===== src/rtl/vga_sync_generator.sv =====
// ----------------------------------------------------------------------------
// vga_sync_generator
// Tracks the vertical line count from the horizontal counter's line-start
// pulse. Produces registered VGA timing outputs with exactly one clock of
// latency from H_Count_Value.
//
// Ports
//   clk_25MHz         in   pixel clock
//   rst               in   asynchronous active-high reset
//   enable_V_Counter  in   line-start pulse (expected only while H == 0)
//   H_Count_Value     in   horizontal position, 16 bits
//   V_Count_Value     out  vertical line count 0..V_TOTAL-1
//   v_state           out  vertical phase: 0 ACTIVE, 1 FRONT, 2 SYNC, 3 BACK
//   hsync / vsync     out  sync pulses, active level H_POL / V_POL
//   video_on          out  high inside the visible area
//   pixel_x / pixel_y out  visible coordinates; zero outside the visible area
//   frame_start       out  one-clock strobe on pixel (0,0)
//   timing_error      out  sticky flag for inconsistent horizontal inputs
// ----------------------------------------------------------------------------
module vga_sync_generator #(
   parameter int unsigned H_VISIBLE = 640,
   parameter int unsigned H_FRONT   = 16,
   parameter int unsigned H_SYNC    = 96,
   parameter int unsigned H_BACK    = 48,
   parameter int unsigned V_VISIBLE = 480,
   parameter int unsigned V_FRONT   = 10,
   parameter int unsigned V_SYNC    = 2,
   parameter int unsigned V_BACK    = 33,
   parameter logic        H_POL     = 1'b0,
   parameter logic        V_POL     = 1'b0
) (
   input  logic        clk_25MHz,
   input  logic        rst,
   input  logic        enable_V_Counter,
   input  logic [15:0] H_Count_Value,
   output logic [15:0] V_Count_Value,
   output logic [1:0]  v_state,
   output logic        hsync,
   output logic        vsync,
   output logic        video_on,
   output logic [9:0]  pixel_x,
   output logic [9:0]  pixel_y,
   output logic        frame_start,
   output logic        timing_error
);

   localparam int unsigned CW      = 16;
   localparam int unsigned PW      = 10;
   localparam int unsigned H_TOTAL = H_VISIBLE + H_FRONT + H_SYNC + H_BACK;
   localparam int unsigned V_TOTAL = V_VISIBLE + V_FRONT + V_SYNC + V_BACK;

   localparam logic [CW-1:0] H_SYNC_FIRST = CW'(H_VISIBLE + H_FRONT);
   localparam logic [CW-1:0] H_SYNC_LAST  = CW'(H_VISIBLE + H_FRONT + H_SYNC - 1);
   localparam logic [CW-1:0] V_FRONT_LO   = CW'(V_VISIBLE);
   localparam logic [CW-1:0] V_SYNC_LO    = CW'(V_VISIBLE + V_FRONT);
   localparam logic [CW-1:0] V_BACK_LO    = CW'(V_VISIBLE + V_FRONT + V_SYNC);
   localparam logic [CW-1:0] V_LAST       = CW'(V_TOTAL - 1);

   typedef enum logic [1:0] {
      ST_ACTIVE = 2'd0,
      ST_FRONT  = 2'd1,
      ST_SYNC   = 2'd2,
      ST_BACK   = 2'd3
   } v_state_e;

   logic [CW-1:0] v_count_q, v_count_d;
   v_state_e      v_state_q, v_state_d;
   logic          hsync_q, hsync_d;
   logic          vsync_q, vsync_d;
   logic          video_on_q, video_on_d;
   logic [PW-1:0] pixel_x_q, pixel_x_d;
   logic [PW-1:0] pixel_y_q, pixel_y_d;
   logic          frame_start_q, frame_start_d;
   logic          timing_error_q, timing_error_d;

   // Next-state: effective line, phase decode and timing outputs from (H, L)
   always_comb begin
      v_count_d      = v_count_q;
      v_state_d      = ST_ACTIVE;
      hsync_d        = ~H_POL;
      vsync_d        = ~V_POL;
      video_on_d     = 1'b0;
      pixel_x_d      = '0;
      pixel_y_d      = '0;
      frame_start_d  = 1'b0;
      timing_error_d = timing_error_q;

      // An enable with H != 0 still advances the line; it only flags an error
      if (enable_V_Counter) begin
         v_count_d = (v_count_q == V_LAST) ? '0 : v_count_q + CW'(1);
      end

      if (v_count_d < V_FRONT_LO) begin
         v_state_d = ST_ACTIVE;
      end else if (v_count_d < V_SYNC_LO) begin
         v_state_d = ST_FRONT;
      end else if (v_count_d < V_BACK_LO) begin
         v_state_d = ST_SYNC;
      end else begin
         v_state_d = ST_BACK;
      end

      if ((H_Count_Value >= H_SYNC_FIRST) && (H_Count_Value <= H_SYNC_LAST)) begin
         hsync_d = H_POL;
      end
      if (v_state_d == ST_SYNC) begin
         vsync_d = V_POL;
      end

      // Full-width compare so out-of-range H never aliases into the visible area
      video_on_d = (H_Count_Value < CW'(H_VISIBLE)) && (v_state_d == ST_ACTIVE);
      if (video_on_d) begin
         pixel_x_d = H_Count_Value[PW-1:0];
         pixel_y_d = v_count_d[PW-1:0];
      end

      // Fires from position alone, so the first line after reset is covered too
      frame_start_d = (H_Count_Value == '0) && (v_count_d == '0);

      if ((enable_V_Counter && (H_Count_Value != '0)) ||
          (H_Count_Value >= CW'(H_TOTAL))) begin
         timing_error_d = 1'b1;
      end
   end

   // State and output registers
   always_ff @(posedge clk_25MHz or posedge rst) begin
      if (rst) begin
         v_count_q      <= '0;
         v_state_q      <= ST_ACTIVE;
         hsync_q        <= ~H_POL;
         vsync_q        <= ~V_POL;
         video_on_q     <= 1'b0;
         pixel_x_q      <= '0;
         pixel_y_q      <= '0;
         frame_start_q  <= 1'b0;
         timing_error_q <= 1'b0;
      end else begin
         v_count_q      <= v_count_d;
         v_state_q      <= v_state_d;
         hsync_q        <= hsync_d;
         vsync_q        <= vsync_d;
         video_on_q     <= video_on_d;
         pixel_x_q      <= pixel_x_d;
         pixel_y_q      <= pixel_y_d;
         frame_start_q  <= frame_start_d;
         timing_error_q <= timing_error_d;
      end
   end

   assign V_Count_Value = v_count_q;
   assign v_state       = v_state_q;
   assign hsync         = hsync_q;
   assign vsync         = vsync_q;
   assign video_on      = video_on_q;
   assign pixel_x       = pixel_x_q;
   assign pixel_y       = pixel_y_q;
   assign frame_start   = frame_start_q;
   assign timing_error  = timing_error_q;

endmodule


===== config.mk =====
export PLATFORM = sky130hd
export DESIGN_NAME = vga_sync_generator
export DESIGN_NICKNAME = d
export VERILOG_FILES = /design/src/rtl/vga_sync_generator.sv
export SDC_FILE = /design/constraint.sdc
export NUM_CORES = 1
export LEC_CHECK = 0
export BUFFER_PORTS_ARGS = -buffer_cell sky130_fd_sc_hd__buf_2
export CAP_MARGIN = 20
export CORE_ASPECT_RATIO = 1.5
export CORE_MARGIN = 4
export CORE_UTILIZATION = 45
export DETAILED_ROUTE_END_ITERATION = 12
export PLACE_DENSITY_LB_ADDON = 0.12
export SETUP_SLACK_MARGIN = 0.15
export SKIP_CTS_REPAIR_TIMING = 1
export SLEW_MARGIN = 20
export SYNTH_ARGS = -nofsm -noshare
export SYNTH_HDL_FRONTEND = slang
export SYNTH_SLANG_ARGS = --single-unit

===== constraint.sdc =====
create_clock -name clk_25MHz -period 3.6 [get_ports clk_25MHz]
set_clock_uncertainty 0.2 [all_clocks]
set_input_delay 0.72 -clock clk_25MHz [delete_from_list [all_inputs] [get_ports clk_25MHz]]
set_output_delay 0.72 -clock clk_25MHz [all_outputs]
set_load 0.005 [all_outputs]

* Yosys cells after proc, flatten, opt, wreduce, memory -nomap -nowiden
Index checks and enable logic that the tools add are counted.
** Operators by class
- Add/sub/neg operators :: 1
- Magnitude comparators :: 7
- Equal/unequal tests :: 2
- Mux-type cells :: 9
- Reduce and logical (&&, ||, !) cells :: 9
** Operator list (number)
- $lt A16 B9 Y1 const B :: 3
- $ge A16 B10 Y1 const B :: 2
- $logic_not A16 Y1 :: 2
- $mux W16 :: 2
- $mux W10 :: 2
- $add A16 B1 Y16 const B :: 1
- $eq A16 B10 Y1 const B :: 1
- $le A16 B10 Y1 const B :: 1
- $lt A16 B10 Y1 const B :: 1
- $reduce_bool A16 Y1 :: 1
- $logic_and A1 B1 Y1 :: 4
- $mux W2 :: 2
- $mux W1 :: 3
- $eq A2 B2 Y1 const B :: 1
- $logic_not A2 Y1 :: 1
- $logic_or A1 B1 Y1 :: 1
** Word-level totals
- Register bits after elaboration :: 43
- Input bits :: 19
- Output and inout port bits :: 43
- Word-level logic and storage cells :: 37

* Longest topological paths before layout
- Depth after elaboration :: 10
- Depth in mapped cells :: 10
- Depth with buffers taken out :: 8

* Worst setup path before layout
Ideal clock, no wire load.
- Path type :: register to register
- Start point :: register v_count_q[0], in the netlist V_Count_Value[0]
- End point :: register pixel_x_q[2], in the netlist pixel_x[2]
- Setup time :: 0.066 ns
- Arrival :: 2.274 ns
- Data required time :: 3.334 ns
- Slack :: 1.060 ns
- Stages on the path, launching flop included :: 11
- Buffers on the path :: 3
- Clock period less this slack :: 2.540 ns
- Path through :: dfrtp_1 ha_1 buf_2 and3_1 clkbuf_1 a32o_1 a32o_1 a211oi_1 nor3b_4 buf_6 and2_1
** Between the ends
- Cells in the longest elaborated chain, start to end :: 10
- Elaborated cells on any way between the ends :: 13
- Classes of those cells :: 1 x add/sub; 3 x order compare; 1 x eq/ne; 6 x mux; 2 x reduce/logical
** Ends and longest elaborated chain
- from (decl) :: line 66 : logic [CW-1:0] v_count_q, v_count_d;
- from (signal assigned) :: line 139 : v_count_q <= v_count_d;
- $add A16 B1 Y16 or $eq A16 B10 Y1 (tied branches) :: line 90 : v_count_d = (v_count_q == V_LAST) ? '0 : v_count_q + CW'(1);
- $mux W16 :: line 90
- $mux W16 * :: line 89 : if (enable_V_Counter) begin
- $lt A16 B9 Y1 :: line 97 : end else if (v_count_d < V_BACK_LO) begin
- $mux W1 :: line 97
- $mux W2 :: line 95 : end else if (v_count_d < V_SYNC_LO) begin
- $mux W2 * :: line 93 : if (v_count_d < V_FRONT_LO) begin
- $logic_not A2 Y1 * :: line 111 : video_on_d = (H_Count_Value < CW'(H_VISIBLE)) && (v_state_d == ST_ACTIVE);
- $logic_and A1 B1 Y1 * :: line 111
- via video_on_d :: line 70 : logic video_on_q, video_on_d;
- $mux W10 * :: line 112 : if (video_on_d) begin
- via pixel_x_d[2] :: line 71 : logic [PW-1:0] pixel_x_q, pixel_x_d;
- to (signal assigned) :: line 144 : pixel_x_q <= pixel_x_d;
- to (decl) :: line 71
The timed path passes the listed nets; every way through them passes the cells marked *.
A chain may end at the register's enable or synchronous reset.

* Final worst setup path
- Start point :: register v_count_q[0], in the netlist V_Count_Value[0]
- End point :: register pixel_x_q[9], in the netlist pixel_x[9]
** Between the ends
- Cells in the longest elaborated chain, start to end :: 10
- Elaborated cells on any way between the ends :: 13
- Classes of those cells :: 1 x add/sub; 3 x order compare; 1 x eq/ne; 6 x mux; 2 x reduce/logical
** Ends and longest elaborated chain (line)
- $add A16 B1 Y16 or $eq A16 B10 Y1 (tied branches) :: 90
- $mux W16 :: 90
- $mux W16 * :: 89
- $lt A16 B9 Y1 :: 97
- $mux W1 :: 97
- $mux W2 :: 95
- $mux W2 * :: 93
- $logic_not A2 Y1 * :: 111
- $logic_and A1 B1 Y1 * :: 111
- $mux W10 * :: 112
- via pixel_x_d[9] :: 71
Marked as above.

==> summary.txt <==
Layout
  • Filler cell count: 423
  • Area delta synth->final: 20.71%
  • Antenna cell count: 0
  • Final net count: 283
  • Share of post-route cells with drive strength above 1: 30.42%
  • Multi-input gate area: 912.1 µm²
  • FF+latch area: 0.001079 mm²
  • Post-route cell area: 0.002524 mm²

Clock tree
  • CTS buffer count: 5
  • CTS sink cnt: 43
  • H-tree levels: 2
  • Worst-skew pair later-pin latency: 0.29 ns
  • CTS Root Cell: clkbuf_8
  • CTS tree: built
  • Clock-pin slew on the worst setup and hold paths: 0.08 ns
  • Worst-case clock buffer depth: 2

Global route
  • Met1 Usage GRT: 22.39%
  • Number of global-route vias before repair: 1757
  • Total grt overflow: 0
  • Largest net degree at the start of global routing: 44
  • Total track usage: 18.17%
  • Initial antenna violation count: 0
  • Most Crowded Layer GR: met2
  • First-pass GRT wire length: 8335 µm
  • Met2 usage: 30.69%
  • Global routing usage on met3: 3.960%

Job
  • Max Cap Violations: 0

Critical path
  • Worst setup SP type: register
  • WS Path Type: register to register
  • Worst path max stage delay: 0.55 ns
  • CP Cell Sequence: ha_1 -> and3_1 -> o211ai_1 -> a32o_1 -> a211oi_1 -> nor3b_4 -> and2_1
  • Worst Path Buf+Inv: 0
  • Critical path startpoint: V_Count_Value[0]
  • Arr. time, crit path: 3.07 ns
  • CP Max Fanout: 16
  • Critical Path End Type: register
  • R2r startpoint: V_Count_Value[0]
  • Max stage delay cell, worst path: dfrtp_1
  • Critical path required time: 3.63 ns
  • Crit path max-delay family: simple AND/OR/NAND/NOR gates

Detailed routing
  • DR vias/cell: 5.453
  • Post-route ant nets: 0
  • Final wirelength: 4886 µm
  • TritonRoute pass-1 iters: 4
  • Iter 0 DRT Violations: 50
  • Drt drc: 0
  • Avg WL per Cell: 15.71 µm
  • Vias: 1696

Power and ir drop
  • Power per cell area: 479.2 mW/mm²
  • Leakage Power: 1.286 nW
  • VDD IR max: 0.3575 mV

Logic synthesis
  • Synth Instances: 199
  • Synth async-reset ratio: 100.0%
  • Post-synth top cells: 41 x dfrtp_1, 18 x and2_1, 18 x nor2_1
  • Number of synthesized flops with an enable pin: 0
  • Mapped Nets: 220
  • Synthesis Warnings: 0
  • Cell area after synthesis: 0.002091 mm²
  • Synth area leaders: dfrtp_1 49%, and2_1 5.4%, xnor2_1 3.8%
  • Yosys top cell by area: dfrtp_1
  • Count leader, synth: dfrtp_1
  • Top cell type's share of synthesized area: 49.07%
  • Cell variety after synth: 45
  • Commonest register cell after synthesis: dfrtp_1
  • Synthesized flop and latch total: 43
  • Mean post-synth cell area: 10.51 µm²
  • Share of the yosys chip area belonging to registers: 51.59%

Floorplan
  • Top Ports: 62
  • Chip Width: 63.66 µm
  • Row cnt: 30
  • Starting Density: 46.42%
  • Die H: 91.48 µm
  • Core area: 0.004504 mm²
  • Die area: 0.005823 mm²

Placement
  • Post-DP HPWL: 3625 µm
  • Gpl congestion: 0.8511
  • Post-Place Setup Slack: 0.6108 ns
  • Post-DP Area: 0.002420 mm²
  • IO Port Bufs: 61

Timing
  • Final setup TNS: 0 ns
  • Final period util: 84.43%
  • Final Hold Vio Count: 0
  • Tightest Pin Transition: 0.5155 ns
  • RSZ-0062 raised after global routing: false
  • Pins over their slew limit: 0
  • Worst rel slew slack: 65.40%
  • Endpoints failing setup: 0
  • Max Clk Rate: 329.0 MHz
  • Final min period: 3.039 ns
  • Worst setup margin: 0.5606 ns
  • Hold_ws: 0.2943 ns

Min path
  • Hold path startpoint: timing_error
  • Hold/Removal Path Class: register to register

Run status
  • Outcome: complete, no violations
cells by family (layout without fill, tap and decap cells):
logic type	count (synthesis)	in the layout	share of synthesized area (%)
AOI/OAI and AO/OA	25	25	8.857
xor gates and xnor gates	16	16	7.062
adders and majority gates	2	2	1.197
buffers and inverters	19	83	4.788
DFF	43	43	51.59
muxes	1	1	0.4788
other	1	1	0.1794
and+or+nand+nor	92	92	25.85
per-layer routing:
layer	up-vias	wire [µm]
met2	66	2413
met5	-	0
met4	0	95
met3	9	277
li1	828	-
met1	793	2099
report_power, final:
group	total (mW)	switching [mW]	internal [mW]
clock	0.335	0.161	0.174
combinational	0.283	0.160	0.123
sequential	0.591	0.0765	0.514
metrics by stage:
step | util (%) | total power, mW | instances
after detailed placement | 53.72 | 0.8830 | 303
after global routing | 56.03 | 1.280 | 311
final | 56.03 | 1.209 | 311
after CTS | 56.03 | 1.222 | 311
after global placement | 53.72 | 0.8814 | 303
after floorplan | - | 0.7767 | 199
final timing paths:
check | end | slack, ns | cells past startpoint
min in group asynchronous | pixel_y[9] | 0.35 | 3
setup reg to reg | pixel_x[9] | 0.56 | 7
max in group asynchronous | vsync | 2.50 | 3
hold reg to reg | timing_error | 0.29 | 1
hold / removal | timing_error | 0.29 | 1
setup / recovery | pixel_x[9] | 0.56 | 7
sequential cells by signal (all words and copies together) (netlist names):
name / flops
pixel_x: 10
video_on: 1
v_state: 2
V_Count_Value: 16
timing_error: 1
pixel_y: 10
hsync: 1
vsync: 1
frame_start: 1
area by class of cell:
cell class | count | area share (%)
Multi-Input combinational cell | 137 | 36.14
Inverter | 11 | 1.636
Tap cell | 48 | 2.380
Timing Repair Buffer | 64 | 12.99
Clock buffer | 7 | 3.818
Clock inverter | 1 | 0.2975
Sequential cell | 43 | 42.74
cell usage in the layout, fill, tap and decap left out, drive strengths merged:
cell type / Yosys / final
or4: 3 / 3
nand3b: 1 / 1
a41oi: 1 / 1
ha: 2 / 2
nand4b: 2 / 2
a2111o: 1 / 1
nor4: 6 / 6
clkinvlp: 0 / 1
conb: 1 / 1
nand2: 12 / 12
nand4: 9 / 9
dfrtp: 41 / 41
xor2: 6 / 6
o31ai: 1 / 1
clkbuf: 2 / 7
xnor2: 10 / 10
dfstp: 2 / 2
o211ai: 1 / 1
o21bai: 1 / 1
buf: 6 / 64
nor3b: 1 / 1
a32o: 3 / 3
nor3: 8 / 8
mux2i: 1 / 1
or3b: 3 / 3
o21a: 2 / 2
and4: 3 / 3
o22ai: 2 / 2
and4b: 1 / 1
and3: 6 / 6
o21ai: 6 / 6
a22oi: 1 / 1
nand3: 1 / 1
a221o: 1 / 1
nor2: 18 / 18
and2: 18 / 18
a21oi: 3 / 3
inv: 11 / 11
a211oi: 2 / 2
No activity file was read; power rests on OpenSTA's default activity.
